`src/rtl/sar_search.sv`:
```
// sar_search: successive-approximation search controller.
// Drives the trial operand of an external comparator (target on its a-side,
// trial on its b-side) and uses the greater/less flags to recover the target
// one bit per clock, MSB first. Supports unsigned and two's-complement searches.
// The search runs over an offset-binary code; in signed mode the MSB of the
// code is flipped to form the trial.
// Optional build macro: SAR_EARLY_EXIT_EN. When defined, an equal compare ends
// the search at once. Undefined, every search takes WIDTH TRY cycles.
//
// state  | meaning
// S_IDLE | waiting for i_start; outputs hold last result
// S_TRY  | one comparator decision per cycle, bit r_i of r_c under test
// S_DONE | one-cycle o_done pulse, result/exact valid
module sar_search #(
    parameter int WIDTH = 4
) (
    input  logic             i_clk,
    input  logic             i_rst_n,
    input  logic             i_start,
    input  logic             i_tc,
    input  logic             i_cmp_g,
    input  logic             i_cmp_l,
    output logic [WIDTH-1:0] o_trial,
    output logic             o_tc_out,
    output logic             o_busy,
    output logic             o_done,
    output logic [WIDTH-1:0] o_result,
    output logic             o_exact,
    output logic             o_err
);

    localparam int IW = $clog2(WIDTH);

    typedef enum logic [1:0] {
        S_IDLE,
        S_TRY,
        S_DONE
    } state_t;

    state_t           r_state;
    logic [WIDTH-1:0] r_c;
    logic [IW-1:0]    r_i;
    logic             r_tc;
    logic             r_exact_acc;
    logic             r_busy;
    logic             r_done;
    logic [WIDTH-1:0] r_result;
    logic             r_exact;
    logic             r_err;

    logic [WIDTH-1:0] w_flip;
    logic [WIDTH-1:0] w_mask;
    logic [WIDTH-1:0] w_c_next;
    logic             w_less;
    logic             w_eq;
    logic             w_both;
    logic             w_early;

    // Both flags high is a comparator fault; it falls into the "less" branch
    // because cmp_l alone decides whether the bit under test is cleared.
    assign w_less = i_cmp_l;
    assign w_eq   = ~i_cmp_g & ~i_cmp_l;
    assign w_both = i_cmp_g & i_cmp_l;

`ifdef SAR_EARLY_EXIT_EN
    assign w_early = w_eq;
`else
    assign w_early = 1'b0;
`endif

    assign o_trial  = r_c ^ w_flip;
    assign o_tc_out = r_tc;
    assign o_busy   = r_busy;
    assign o_done   = r_done;
    assign o_result = r_result;
    assign o_exact  = r_exact;
    assign o_err    = r_err;

    // Next offset code: resolve the bit under test, then seed the next bit.
    always_comb begin
        w_flip            = '0;
        w_flip[WIDTH-1]   = r_tc;
        w_mask            = {{(WIDTH-1){1'b0}}, 1'b1} << r_i;
        w_c_next          = r_c;
        if (w_less) begin
            w_c_next = r_c & ~w_mask;
        end
        if (r_i != '0) begin
            w_c_next = w_c_next | (w_mask >> 1);
        end
    end

    // Search FSM with registered status outputs.
    always_ff @(posedge i_clk) begin
        if (!i_rst_n) begin
            r_state     <= S_IDLE;
            r_c         <= '0;
            r_i         <= '0;
            r_tc        <= 1'b0;
            r_exact_acc <= 1'b0;
            r_busy      <= 1'b0;
            r_done      <= 1'b0;
            r_result    <= '0;
            r_exact     <= 1'b0;
            r_err       <= 1'b0;
        end else begin
            case (r_state)
                S_IDLE: begin
                    r_done <= 1'b0;
                    if (i_start) begin
                        r_tc        <= i_tc;
                        r_c         <= {1'b1, {(WIDTH-1){1'b0}}};
                        r_i         <= IW'(WIDTH-1);
                        r_exact_acc <= 1'b0;
                        r_exact     <= 1'b0;
                        r_busy      <= 1'b1;
                        r_state     <= S_TRY;
                    end
                end
                S_TRY: begin
                    if (w_both) begin
                        r_err <= 1'b1;
                    end
                    if (w_early) begin
                        r_result <= o_trial;
                        r_exact  <= 1'b1;
                        r_done   <= 1'b1;
                        r_state  <= S_DONE;
                    end else begin
                        r_c <= w_c_next;
                        r_i <= r_i - 1'b1;
                        if (w_eq) begin
                            r_exact_acc <= 1'b1;
                        end
                        if (r_i == '0) begin
                            r_result <= w_c_next ^ w_flip;
                            r_exact  <= r_exact_acc | w_eq;
                            r_done   <= 1'b1;
                            r_state  <= S_DONE;
                        end
                    end
                end
                S_DONE: begin
                    r_done  <= 1'b0;
                    r_busy  <= 1'b0;
                    r_state <= S_IDLE;
                end
                default: begin
                    r_done  <= 1'b0;
                    r_busy  <= 1'b0;
                    r_state <= S_IDLE;
                end
            endcase
        end
    end

endmodule

```
`config.mk`:
```
export PLATFORM = sky130hd
export DESIGN_NAME = sar_search
export DESIGN_NICKNAME = d
export VERILOG_FILES = /design/src/rtl/sar_search.sv
export SDC_FILE = /design/constraint.sdc
export NUM_CORES = 1
export LEC_CHECK = 0
export CORE_ASPECT_RATIO = 1.4
export CORE_MARGIN = 2
export CORE_UTILIZATION = 34
export CTS_CLUSTER_DIAMETER = 60
export CTS_CLUSTER_SIZE = 8
export DETAILED_ROUTE_END_ITERATION = 10
export HOLD_SLACK_MARGIN = 0.05
export SLEW_MARGIN = 0
export SYNTH_ARGS = -nofsm -noshare
export SYNTH_HDL_FRONTEND = slang
export SYNTH_SLANG_ARGS = --single-unit
```
`constraint.sdc`:
```
create_clock -name i_clk -period 1.56 [get_ports i_clk]
set_input_delay 0.156 -clock i_clk [delete_from_list [all_inputs] [get_ports i_clk]]
set_output_delay 0.156 -clock i_clk [all_outputs]
set_load 0.02 [all_outputs]
```
==> metrics.cfg, run 1 <==
[synth]
synth_compound_area_share_pct=21.61
synthXorXnorAreaFrac_pct=2.131
synth_fp_nets=100
synth_top_family_by_area=compound AO/OA/AOI/OAI gates
synth_area_per_cell_um2=9.134
synth-warning-count=0
synth_adder_area_share_pct=6.088
yosysTopAreaCell=dfxtp_1
synth-simple-area-share_pct=18.72
ys_dominant_reg_cell=dfxtp_1
netlist-cell-type-count=31
async_reset_ff_share_pct=0
synth.ff_latch_count=18
syn_area_um2=822.0
yosysTopAreaCellShare_pct=43.84
yosysSeqAreaShare_pct=43.84
yosys-mux-area-fraction_pct=0
synth_cells=90
synth.top_cells.by_area=dfxtp_1 (44%), a21boi_0 (6.4%), ha_1 (6.1%), nand2_1 (5.9%), a21oi_1 (3.7%)
synth-edff-count=0

[sta]
min_period_over_period_pct=92.67
slew_headroom_pct=79.55
max_freq_ghz=0.6917
whs_ns=0.4190
finalSetupTns_ns=0
final.setup_skew_ns=0.006735
fin_ws_ns=0.1144
period_needed_ns=1.446
final_max_slew_viol_count=0
setup_viol=0
hold_violations=0
worst_slew_pin_slew_ns=0.3040
rsz0062_at_grt=no

[detailed_routing]
remaining_drc_errors=0
postRouteAntennaNets=0
drtIter0Drc=17
wl_per_cell_um=13.02
firstDrtPassIters=4
vias=670
routed_wl_mm=1.680
routed_via_density=5.194

[worst_setup_path]
crit_path_end_kind=output pin
crit_arrival_ns=1.29
cpMaxStageDelayCell=clkdlybuf4s50_1
reg2reg_depth=5
cp_slowest_stage_delay_ns=0.62
crit_chain=clkdlybuf4s50_1
crit_buf_inv=1
r2r-end=o_result[0]$_SDFFE_PN0P_
r2r_start=r_i[0]$_SDFFE_PN0P_
cp_max_fo=4
critical_path_class=reg2out
setup.worst_path.start_class=flip-flop
crit_family=buffers and inverters
rrSetupSlack_ns=0.22
cp_data_required_time_ns=1.40

[global_route]
grt_pass1_wl_mm=2.870
met3_usage_pct=1.744
grt_pass1_vias=649
grt_use_met1_pct=17.36
busiest_layer=met2
gr-total-overflow=0
grtUsageTotal_pct=13.80
grt_max_degree=20
grt_use_met2_pct=21.13
antenna_found_initial=0

[power_and_ir_drop]
p_leak_uw=0.0004016
p_seq_share_pct=53.3
power.internal_uw=681.3
power.switching_uw=286.2
clockPowerShare_pct=23.9
power_density_nw_per_um2=943.0
vdd_drop_max_mv=0.5661
power.share.combinational_pct=22.8
switching_share_pct=29.58

[place]
placed_cell_area_um2=998.5
hpwl_mm=1.216
place_inst=126
io_buffers=18
place.gp.congestion=0.6977
pre_cts_slack_ns=0.04049

[die]
dieWidth_um=45.56
io_pins=19
rows=21
die-area_um2=2833
start_util_pct=35.15
die_height_um=62.18
coreArea_um2=2338

[final_layout]
finalNonFillerCells=129
final_area_um2=1026
drive_above_1_share_pct=8.491
fin_nets=118
area_growth_pct=24.81
layout_common_cells=dfxtp_1 (18), clkdlybuf4s50_1 (16), nand2_1 (13)
layout_commonest_cell=dfxtp_1
n_antenna_cell=0

[status]
status=finished, final reports clean

[flow_run]
drv_cap=0

[clock_tree]
cts_root_buffer=clkbuf_4
cts_buffer_depth=2
clkTransAtPathRegs_ns=0.10
numCtsBuffers=3
cts_num_sinks=18
cts_tree=done
cts_htree_levels=1
hold_buffers=0
clk-insertion-delay-late_ns=0.29

[hold_path]
hold_path.class=in2reg
holdPathEnd=o_tc_out$_SDFFE_PN0P_
hold_depth=3
hold_path_startpoint=i_tc

layout make-up:
cell class / instances / area (um2)
sequential: 18 / 360.3
clock buffer: 3 / 22.52
tap: 23 / 28.78
fill: 226 / 1313
inverter: 4 / 15.01
timing repair buffer: 20 / 196.4
multi-input combinational: 61 / 402.9
Yosys cell counts (all sizes together), types with 3 or more instances:
library cell   n
dfxtp         18
nand2         13
a21boi         7
a21oi          6
buf            5
ha             4
inv            4
o21ai          4
nor2           3
nor3b          3
worst max-delay path by stage:
stage	from	endpoint	slack [ns]	cells past startpoint
4_1_cts	o_tc_out$_SDFFE_PN0P_	o_tc_out	0.04	1
5_1_grt	r_i[0]$_SDFFE_PN0P_	o_exact$_SDFFE_PN0P_	0.04	5
3_5_place_dp	i_start	r_exact_acc$_SDFFE_PN0P_	0.04	4
3_3_place_gp	i_start	r_exact_acc$_SDFFE_PN0P_	0.08	4
6_report	r_c[0]$_SDFFE_PN0P_	o_trial[0]	0.11	1
2_1_floorplan	r_i[0]$_SDFFE_PN0P_	o_result[3]$_SDFFE_PN0P_	0.30	6
through the flow:
stage | utilization [%] | total power (uW)
floorplan | - | 670.6
global placement | 42.70 | 747.1
detailed placement | 42.70 | 752.0
CTS | 43.61 | 982.5
global route | 43.87 | 1030
finish | 43.87 | 967.5
kinds of logic after synthesis:
family | Yosys count
xor+xnor | 2
buf+inv | 11
simple gates | 29
compound gates | 26
flops | 18
fa+ha+maj | 4
timing repair:
action / CTS / global route
hold endpoints to repair: 0 / 0
resized for setup: 1 / 3
setup endpoints to repair: 1 / 5
buffers inserted: 0 / 0
pin swaps: 0 / 0
state kept, by name, summed over array words and instances (netlist names):
name,count
o_result,4
o_err,1
r_i,2
r_c,4
r_state,2
o_tc_out,1
o_busy,1
o_exact,1
o_done,1
r_exact_acc,1
layer usage:
metal / wire length, um / vias to the layer above
met4: 51 / 0
met5: 0 / -
li1: - / 342
met3: 42 / 5
met2: 879 / 13
met1: 707 / 310
power groups by stage:
stage / logic [uW] / clock network (uW) / registers (uW)
after floorplan: 135 / 0 / 536
after global placement: 222 / 0 / 525
after detailed placement: 225 / 0 / 527
after CTS: 222 / 244 / 516
after global routing: 248 / 260 / 522
final: 221 / 231 / 516
No activity file was read; power rests on OpenSTA's default activity.
==> run 2: changes to the inputs <==
--- a/config.mk
+++ b/config.mk
@@ -5,13 +5,14 @@
 export SDC_FILE = /design/constraint.sdc
 export NUM_CORES = 1
 export LEC_CHECK = 0
-export CORE_ASPECT_RATIO = 1.4
 export CORE_MARGIN = 2
-export CORE_UTILIZATION = 34
+export CORE_UTILIZATION = 47
 export CTS_CLUSTER_DIAMETER = 60
 export CTS_CLUSTER_SIZE = 8
 export DETAILED_ROUTE_END_ITERATION = 10
 export HOLD_SLACK_MARGIN = 0.05
+export MAX_ROUTING_LAYER = met4
+export PLACE_DENSITY = 0.76
 export SLEW_MARGIN = 0
 export SYNTH_ARGS = -nofsm -noshare
 export SYNTH_HDL_FRONTEND = slang
==> metrics.cfg, run 2 (synthesis gave the netlist of run 1 again) <==
[sta]
fin_ws_ns=0.06020  ; was 0.1144 ns
max_freq_ghz=0.6668  ; was 0.6917 GHz
min_period_over_period_pct=96.14  ; was 92.67%
worst_slew_pin_slew_ns=0.4297  ; was 0.3040 ns
rsz0062_at_grt=no  ; unchanged
setup_viol=0  ; unchanged
period_needed_ns=1.500  ; was 1.446 ns
finalSetupTns_ns=0  ; unchanged
final_max_slew_viol_count=0  ; unchanged
final.setup_skew_ns=0.003409  ; was 0.006735 ns
slew_headroom_pct=71.29  ; was 79.55%
hold_violations=0  ; unchanged

[final_layout]
n_antenna_cell=0  ; unchanged
fin_util_pct=60.30  ; was 43.87%
drive_above_1_share_pct=6.604  ; was 8.491%
layout_common_cells=dfxtp_1 (18), clkdlybuf4s50_1 (17), nand2_1 (13)  ; was dfxtp_1 (18), clkdlybuf4s50_1 (16), nand2_1 (13)
layout_commonest_cell=dfxtp_1  ; unchanged
final_area_um2=1018  ; was 1026 um2
fin_nets=117  ; was 118
area_growth_pct=23.90  ; was 24.81%

[clock_tree]
clk-insertion-delay-late_ns=0.29  ; about the same
clkTransAtPathRegs_ns=0.10  ; about the same
cts_htree_levels=1  ; unchanged
cts_num_sinks=18  ; unchanged
hold_buffers=0  ; unchanged
cts_buffer_depth=2  ; unchanged
cts_root_buffer=clkbuf_4  ; unchanged
cts_setup_buffers=0  ; unchanged
numCtsBuffers=3  ; unchanged
cts_tree=done  ; unchanged
cts_resized=1  ; unchanged

[worst_setup_path]
crit_family=buffers and inverters  ; unchanged
cp_slowest_stage_delay_ns=0.64  ; was 0.62 ns
cp_data_required_time_ns=1.40  ; about the same
crit_path_end_kind=output pin  ; unchanged
critical_path_class=reg2out  ; unchanged
cpMaxStageDelayCell=clkdlybuf4s50_1  ; unchanged
setup.worst_path.start_class=flip-flop  ; unchanged
crit_buf_inv=1  ; unchanged
cp_max_fo=4  ; unchanged
crit_arrival_ns=1.34  ; was 1.29 ns
crit_chain=clkdlybuf4s50_1  ; unchanged

[die]
io_pins=19  ; unchanged
rows=15  ; was 21
die-area_um2=2099  ; was 2833 um2
dieWidth_um=45.82  ; was 45.56 um
start_util_pct=48.67  ; was 35.15%
coreArea_um2=1689  ; was 2338 um2
die_height_um=45.82  ; was 62.18 um

[power_and_ir_drop]
vdd_drop_max_mv=0.6019  ; was 0.5661 mV
p_leak_uw=0.0003892  ; was 0.0004016 uW
power_uw=1011  ; was 967.5 uW
power_density_nw_per_um2=993.1  ; was 943.0 nW/um2

[detailed_routing]
wl_per_cell_um=12.58  ; was 13.02 um
routed_via_density=5.341  ; was 5.194
drtIter0Drc=7  ; was 17
postRouteAntennaNets=0  ; unchanged
remaining_drc_errors=0  ; unchanged
firstDrtPassIters=3  ; was 4
routed_wl_mm=1.547  ; was 1.680 mm
vias=657  ; was 670

[hold_path]
hold_path.class=in2reg  ; unchanged

[global_route]
antenna_found_initial=0  ; unchanged
grt_max_degree=20  ; unchanged
grt_pass1_wl_mm=2.532  ; was 2.870 mm
grt_pass1_vias=571  ; was 649
grtUsageTotal_pct=17.24  ; was 13.80%
gr-total-overflow=0  ; unchanged

[place]
place.gp.congestion=0.7608  ; was 0.6977
placed_cell_area_um2=983.4  ; was 998.5 um2
io_buffers=18  ; unchanged
hpwl_mm=1.132  ; was 1.216 mm
pre_cts_slack_ns=0.06435  ; was 0.04049 ns

[status]
status=finished, final reports clean  ; unchanged

[flow_run]
drv_cap=0  ; unchanged

==> run 2: cell count changes in the layout (fill, tap and decap cells not counted) <==
cell,change
ha_2,-1
clkdlybuf4s50_1,+1
and3b_2,-1
clkbuf_8,+1
and3b_1,+1
dlymetal6s2s_1,-1
buf_4,-1
ha_1,+1
==> run 2: final timing paths <==
kind                                  from                  endpoint  slack, ns  cells past startpoint
setup / recovery     o_tc_out$_SDFFE_PN0P_                  o_tc_out       0.06                      1
hold / removal                        i_tc     o_tc_out$_SDFFE_PN0P_       0.46                      3
setup reg to reg       r_i[0]$_SDFFE_PN0P_  o_result[0]$_SDFFE_PN0P_       0.18                      5
hold reg to reg   o_result[1]$_SDFFE_PN0P_  o_result[1]$_SDFFE_PN0P_       0.47                      2
==> run 2: final cells by class <==
cell class                      instances  area [um2]
Multi-Input combinational cell         61       399.1
Fill cell                             153       670.6
Tap cell                               17       21.27
Timing Repair Buffer                   19       186.4
Inverter                                4       15.01
Sequential cell                        18       360.3
Clock buffer                            4       36.28
==> run 2: layer usage <==
layer,share of wire (%),up-vias,GRT usage (%)
met5,0,-,-
met1,48,303,20.82
met3,3.9,2,2.381
li1,-,338,-
met2,47,14,27.04
met4,0.58,0,10.29
==> run 2: worst reg2reg max path: stages, from the launching register on <==
cell	delay (ns)
dfxtp_1	0.35
inv_1	0.12
ha_1	0.26
and3b_1	0.34
nand3b_1	0.10
a21boi_0	0.16
==> run 2: power breakdown <==
group	leakage (uW)	internal, uW	switching (uW)
sequential	0.000147	490	26.7
combinational	0.000221	96.7	115
clock	0.0000210	142	141
total	0.000389	729	283
==> run 2: metrics by stage <==
| stage | hold slack [ns] | cells |
|---|---|---|
| finish | 0.4568 | 123 |
| detailed placement | 0.4555 | 119 |
| floorplan | 0.3009 | 90 |
| global route | 0.4607 | 123 |
| CTS | 0.4398 | 123 |
| global placement | 0.4457 | 119 |
